==> src/rtl/mastermind_solver.sv <==
// mastermind_solver: automatic Mastermind codebreaker (first-consistent search).
// Define MASTERMIND_SOLVER_SEED_EN to add a seed port for the search origin.
module mastermind_solver #(
    parameter int MAX_GUESSES = 8
) (
    input  logic        clk,
    input  logic        resetn,
    input  logic        start,
`ifdef MASTERMIND_SOLVER_SEED_EN
    input  logic [11:0] seed,
`endif
    output logic [11:0] guess,
    output logic        guess_valid,
    input  logic        fb_valid,
    input  logic [2:0]  red_in,
    input  logic [2:0]  white_in,
    output logic        busy,
    output logic        solved,
    output logic        failed,
    output logic [3:0]  guess_count
);

    localparam int HW = (MAX_GUESSES > 1) ? $clog2(MAX_GUESSES) : 1;
    localparam int HD = 1 << HW;
    localparam logic [3:0] MAXG = 4'(MAX_GUESSES);

    typedef enum logic [2:0] {
        IDLE,
        SEARCH,
        ISSUE,
        WON,
        LOST
    } state_t;

    state_t      state;
    logic [11:0] cand;
    logic [11:0] first_cand;
    logic [3:0]  hidx;
    logic [3:0]  count;
    logic [11:0] hg [HD];
    logic [2:0]  hr [HD];
    logic [2:0]  hw [HD];

    function automatic logic [5:0] score(
        input logic [11:0] a,
        input logic [11:0] b
    );
        logic [2:0] red;
        logic [2:0] both;
        logic [2:0] ca;
        logic [2:0] cb;
        red  = '0;
        both = '0;
        for (int i = 0; i < 4; i++) begin
            if (a[3*i +: 3] == b[3*i +: 3]) red = red + 3'd1;
        end
        for (int c = 0; c < 8; c++) begin
            ca = '0;
            cb = '0;
            for (int i = 0; i < 4; i++) begin
                if (a[3*i +: 3] == 3'(c)) ca = ca + 3'd1;
                if (b[3*i +: 3] == 3'(c)) cb = cb + 3'd1;
            end
            both = both + ((ca < cb) ? ca : cb);
        end
        return {red, both - red};
    endfunction

    logic [11:0]   start_cand;
    logic [HW-1:0] hsel;
    logic [HW-1:0] csel;
    logic [5:0]    sc;
    logic          match;
    logic [11:0]   cand_nxt;
    logic [3:0]    count_nxt;

`ifdef MASTERMIND_SOLVER_SEED_EN
    assign start_cand = seed;
`else
    assign start_cand = 12'h000;
`endif

    assign hsel      = hidx[HW-1:0];
    assign csel      = count[HW-1:0];
    assign sc        = score(cand, hg[hsel]);
    assign match     = (sc == {hr[hsel], hw[hsel]});
    assign cand_nxt  = cand + 12'd1;
    assign count_nxt = count + 4'd1;
    assign guess_count = count;

    always_ff @(posedge clk or negedge resetn) begin
        if (!resetn) begin
            state       <= IDLE;
            cand        <= '0;
            first_cand  <= '0;
            hidx        <= '0;
            count       <= '0;
            guess       <= '0;
            guess_valid <= 1'b0;
            busy        <= 1'b0;
            solved      <= 1'b0;
            failed      <= 1'b0;
            for (int i = 0; i < HD; i++) begin
                hg[i] <= '0;
                hr[i] <= '0;
                hw[i] <= '0;
            end
        end else if (start) begin
            state       <= SEARCH;
            cand        <= start_cand;
            first_cand  <= start_cand;
            hidx        <= '0;
            count       <= '0;
            guess_valid <= 1'b0;
            busy        <= 1'b1;
            solved      <= 1'b0;
            failed      <= 1'b0;
        end else begin
            unique case (state)
                SEARCH: begin
                    if (hidx == count) begin
                        state       <= ISSUE;
                        guess       <= cand;
                        guess_valid <= 1'b1;
                    end else if (match) begin
                        hidx <= hidx + 4'd1;
                    end else if (cand_nxt == first_cand) begin
                        // back at the origin: every code was rejected
                        state  <= LOST;
                        failed <= 1'b1;
                        busy   <= 1'b0;
                    end else begin
                        cand <= cand_nxt;
                        hidx <= '0;
                    end
                end
                ISSUE: begin
                    if (fb_valid) begin
                        guess_valid <= 1'b0;
                        count       <= count_nxt;
                        if (red_in == 3'd4) begin
                            state  <= WON;
                            solved <= 1'b1;
                            busy   <= 1'b0;
                        end else begin
                            hg[csel] <= cand;
                            hr[csel] <= red_in;
                            hw[csel] <= white_in;
                            if (count_nxt == MAXG) begin
                                state  <= LOST;
                                failed <= 1'b1;
                                busy   <= 1'b0;
                            end else begin
                                // the scored guess cannot match its own feedback
                                state <= SEARCH;
                                cand  <= cand_nxt;
                                hidx  <= '0;
                            end
                        end
                    end
                end
                default: ;
            endcase
        end
    end

endmodule
==> config.mk <==
export PLATFORM = sky130hd
export DESIGN_NAME = mastermind_solver
export DESIGN_NICKNAME = d
export VERILOG_FILES = /design/src/rtl/mastermind_solver.sv
export SDC_FILE = /design/constraint.sdc
export NUM_CORES = 1
export LEC_CHECK = 0
export CORE_MARGIN = 2
export CORE_UTILIZATION = 40
export CTS_CLUSTER_DIAMETER = 150
export DETAILED_ROUTE_END_ITERATION = 12
export PLACE_DENSITY = 0.67
export SLEW_MARGIN = 10
export SYNTH_ARGS = -nofsm -noshare
export SYNTH_HDL_FRONTEND = slang
export SYNTH_SLANG_ARGS = --single-unit
==> constraint.sdc <==
create_clock -name clk -period 11.1 [get_ports clk]
set_clock_uncertainty 0.1 [all_clocks]
set_input_delay 1.11 -clock clk [delete_from_list [all_inputs] [get_ports clk]]
set_output_delay 1.11 -clock clk [all_outputs]
set_load 0.1 [all_outputs]
==> out/summary.txt <==
Largest family of logic cells by synthesized area -> multiplexers
Mapped Cells -> 1,191
Die span in y -> 179 µm
I/O pin count -> 30
Row cnt -> 64
Area share of the largest cell type after synthesis -> 37.4%
R2R Setup Slk -> 2.26 ns
Final Critical Period -> 8.84 ns
Fin worst setup slack -> 2.26 ns
Yosys cell types -> 64
Post-Synth Simple-Gate Area -> 12.4%
Crit Path Class -> flop to flop
FMAX -> 113 MHz
Setup crit end kind -> flop
Run status -> finished, final reports clean
Ratio of cells with drive above 1 in the final layout -> 17.3%
Synth Area in Compound Gates -> 8.24%
Crit Path Max Fanout -> 23
Fill cell count -> 2,783
Hold path depth -> 2
Seq/Total Area, Yosys -> 37.4%
P&R area growth vs syn -> 9.59%
Max-slew violation count -> 0
Slew HR -> 26.2%
Root Buffer -> clkbuf_16
Drc violations -> 0
Number of global-route vias before repair -> 8,989
Routed wire length -> 29.5 mm
CP Data Required Time -> 11.33 ns
Initial Util -> 40.4%
Final period utilization -> 79.7%
Mux contribution to synthesized area -> 19.4%
Vias -> 8,779
EDFF count, synth -> 0
Routability cong. -> 0.917
Vias per cell -> 5.49
CTS Sinks -> 183
DR pass1 iterations -> 5
Drt wl/cell -> 18.5 µm
Worst hold path type -> flop to flop
Total die area -> 32,100 µm²
Number of diodes -> 0
Seq cells post-synth -> 183
Netlist Area Pre-Place -> 12,300 µm²
Syn Nets -> 1,298
H-tree levels -> 4
Final Hold Viols -> 0
Asr flop ratio synth -> 100%
Final ANT Viol Nets -> 0
CTS tree -> built
Post-layout util -> 44.2%
XOR/XNOR share of the synthesized area -> 7.28%
All-Layer GR Usage -> 19.6%
Initial DRC count -> 557
Initial antenna violation count -> 0
Hold WS -> 0.381 ns
Setup crit start kind -> flop
Max_cap viols -> 0
FF-to-FF path depth -> 28
Post_cts resized -> 0
Hold Crit Start -> hg[92]
Mean Syn Cell Area -> 10.3 µm²
TNS Setup -> 0 ns
Clock Latency Late Sink -> 0.45 ns
Core area -> 30,300 µm²
Largest cells by area after synthesis -> dfrtp_1 37%, mux2_2 9.7%, ha_1 9.0%, mux4_2 6.4%, xnor2_1 4.3%
Cell mode on critical path -> ha_1
Pre-CTS setup slack -> 2.28 ns
Postcts setup bufs -> 0
CP peak stage delay -> 0.73 ns
Hold path endpoint -> hg[92]
RR Endpoint -> cand[7]
FF-to-FF Start -> hidx[0]
Largest net degree at the start of global routing -> 106
Die Width -> 179 µm
DP Wirelength -> 21.1 mm
Post-synth top area cell -> dfrtp_1
Layout Nets -> 1,297
Transition time of the tightest slew-check pin -> 1.11 ns
GRT Residual Overflow -> 0
Setup violations, final -> 0
Num CTS Buffers -> 17
Arrival @ worst endpoint -> 9.08 ns
RSZ-0062 raised after global routing -> no
Hold_buf cts -> 0
Top_reg_cell synth -> dfrtp_1
Crit path max-delay cell type -> dfrtp_2
Global-route wire length before repair -> 48.2 mm
IO Port Bufs -> 29
Adder-cell share of the synthesized area -> 10.5%
Maximum buffer depth of the clock tree -> 2
Clock-pin transition on the worst setup and hold timing paths -> 0.07 ns
YS warnings -> 0
## final cells by class
type | instances | area, µm² | share of cell area, %
multi-input cells | 859 | 7080 | 52.7
flip-flops and latches | 183 | 4580 | 34.1
well taps | 396 | 495 | 3.69
clock buffers | 18 | 439 | 3.27
repair buffers | 44 | 407 | 3.03
inverters | 85 | 319 | 2.38
clock inverters | 13 | 110 | 0.820
## critical path: cells and delay by family (launching register included)
kind	cells	cell delay, ns
adder cells (fa/ha/maj)	7	2.63
multiplexers	4	1.38
AND/OR/NAND/NOR	5	1.24
XOR/XNOR	5	1.22
AO/OA/AOI/OAI	4	0.78
flip-flops	1	0.73
buffers and inverters	3	0.63
## worst max-delay path by stage
stage               startpoint        to  depth (start not counted)
floorplan              hidx[0]   hidx[0]                         33
global placement       hidx[0]  cand[10]                         29
detailed placement     hidx[0]   cand[7]                         29
CTS                    hidx[0]   cand[7]                         29
global route           hidx[0]   cand[7]                         29
finish                 hidx[0]   cand[7]                         28
## logic make-up (layout without fill, tap and decap cells)
logic type / Yosys count / count (layout)
buffers and inverters: 149 / 160
adder cells (fa/ha/maj): 97 / 97
AO/OA/AOI/OAI: 171 / 171
AND/OR/NAND/NOR: 321 / 321
multiplexers: 177 / 177
flip-flops: 183 / 183
XOR/XNOR: 93 / 93
## flip-flops by register name (all words and copies together) (netlist names)
register and cells:
busy 1, cand 12, failed 1, guess 12
guess_count 4, guess_valid 1, hg 96, hidx 4
hr 24, hw 24, solved 1, state 3
## cell usage after synthesis, types with 6 or more instances
master / number
dfrtp_1: 183
nand2_1: 139
mux2_2: 106
o21ai_0: 94
ha_1: 88
inv_1: 85
xnor2_1: 60
nor2_1: 53
clkbuf_1: 49
mux4_2: 35
mux2i_1: 30
nand3_1: 29
xor2_1: 25
a21oi_1: 20
nor3_1: 20
o21ai_1: 16
and3_1: 13
or3_1: 11
fa_1: 9
and2_1: 8
nand4_1: 8
buf_2: 7
nand2b_1: 7
nor3b_1: 7
o31ai_1: 7
xnor2_2: 6
## metrics by stage
step	area [µm²]	instances
after floorplan	12300	1191
after global placement	12900	1567
after detailed placement	12900	1567
after CTS	13400	1598
after global routing	13400	1598
final	13400	1598
## cells in the final DEF (no fill, tap or decap), types with 5 or more instances in the layout
cell type and n:
or3_1 11, xnor2_1 60, a21oi_1 20, inv_6 6, o21ai_1 17, nand4_1 8
mux2i_1 30, buf_4 15, nand2_1 139, mux2_2 106, a211o_1 5, o21ai_0 93
nand3_1 29, nor3b_1 7, nand3b_1 5, nor2b_1 5, nor3_1 20, fa_1 9
nor2_1 53, mux4_2 35, and2_1 8, xnor2_2 6, inv_1 85, o31ai_1 7
clkdlybuf4s50_1 28, ha_1 88, clkbuf_16 17, xor2_1 25, nand2b_1 7, dfrtp_1 181
and3_1 13
## per-layer routing
metal	vias to the layer above	share of wire, %	global-route usage, %
li1	4134	-	-
met1	4411	45	25.0
met2	184	49	33.8
met3	50	3.5	3.01
met4	0	2.8	6.64
met5	-	0	0
Power is left out: the tool's default activity adds up to more than one toggle a clock period on the data nets, which glitch-free logic cannot reach.
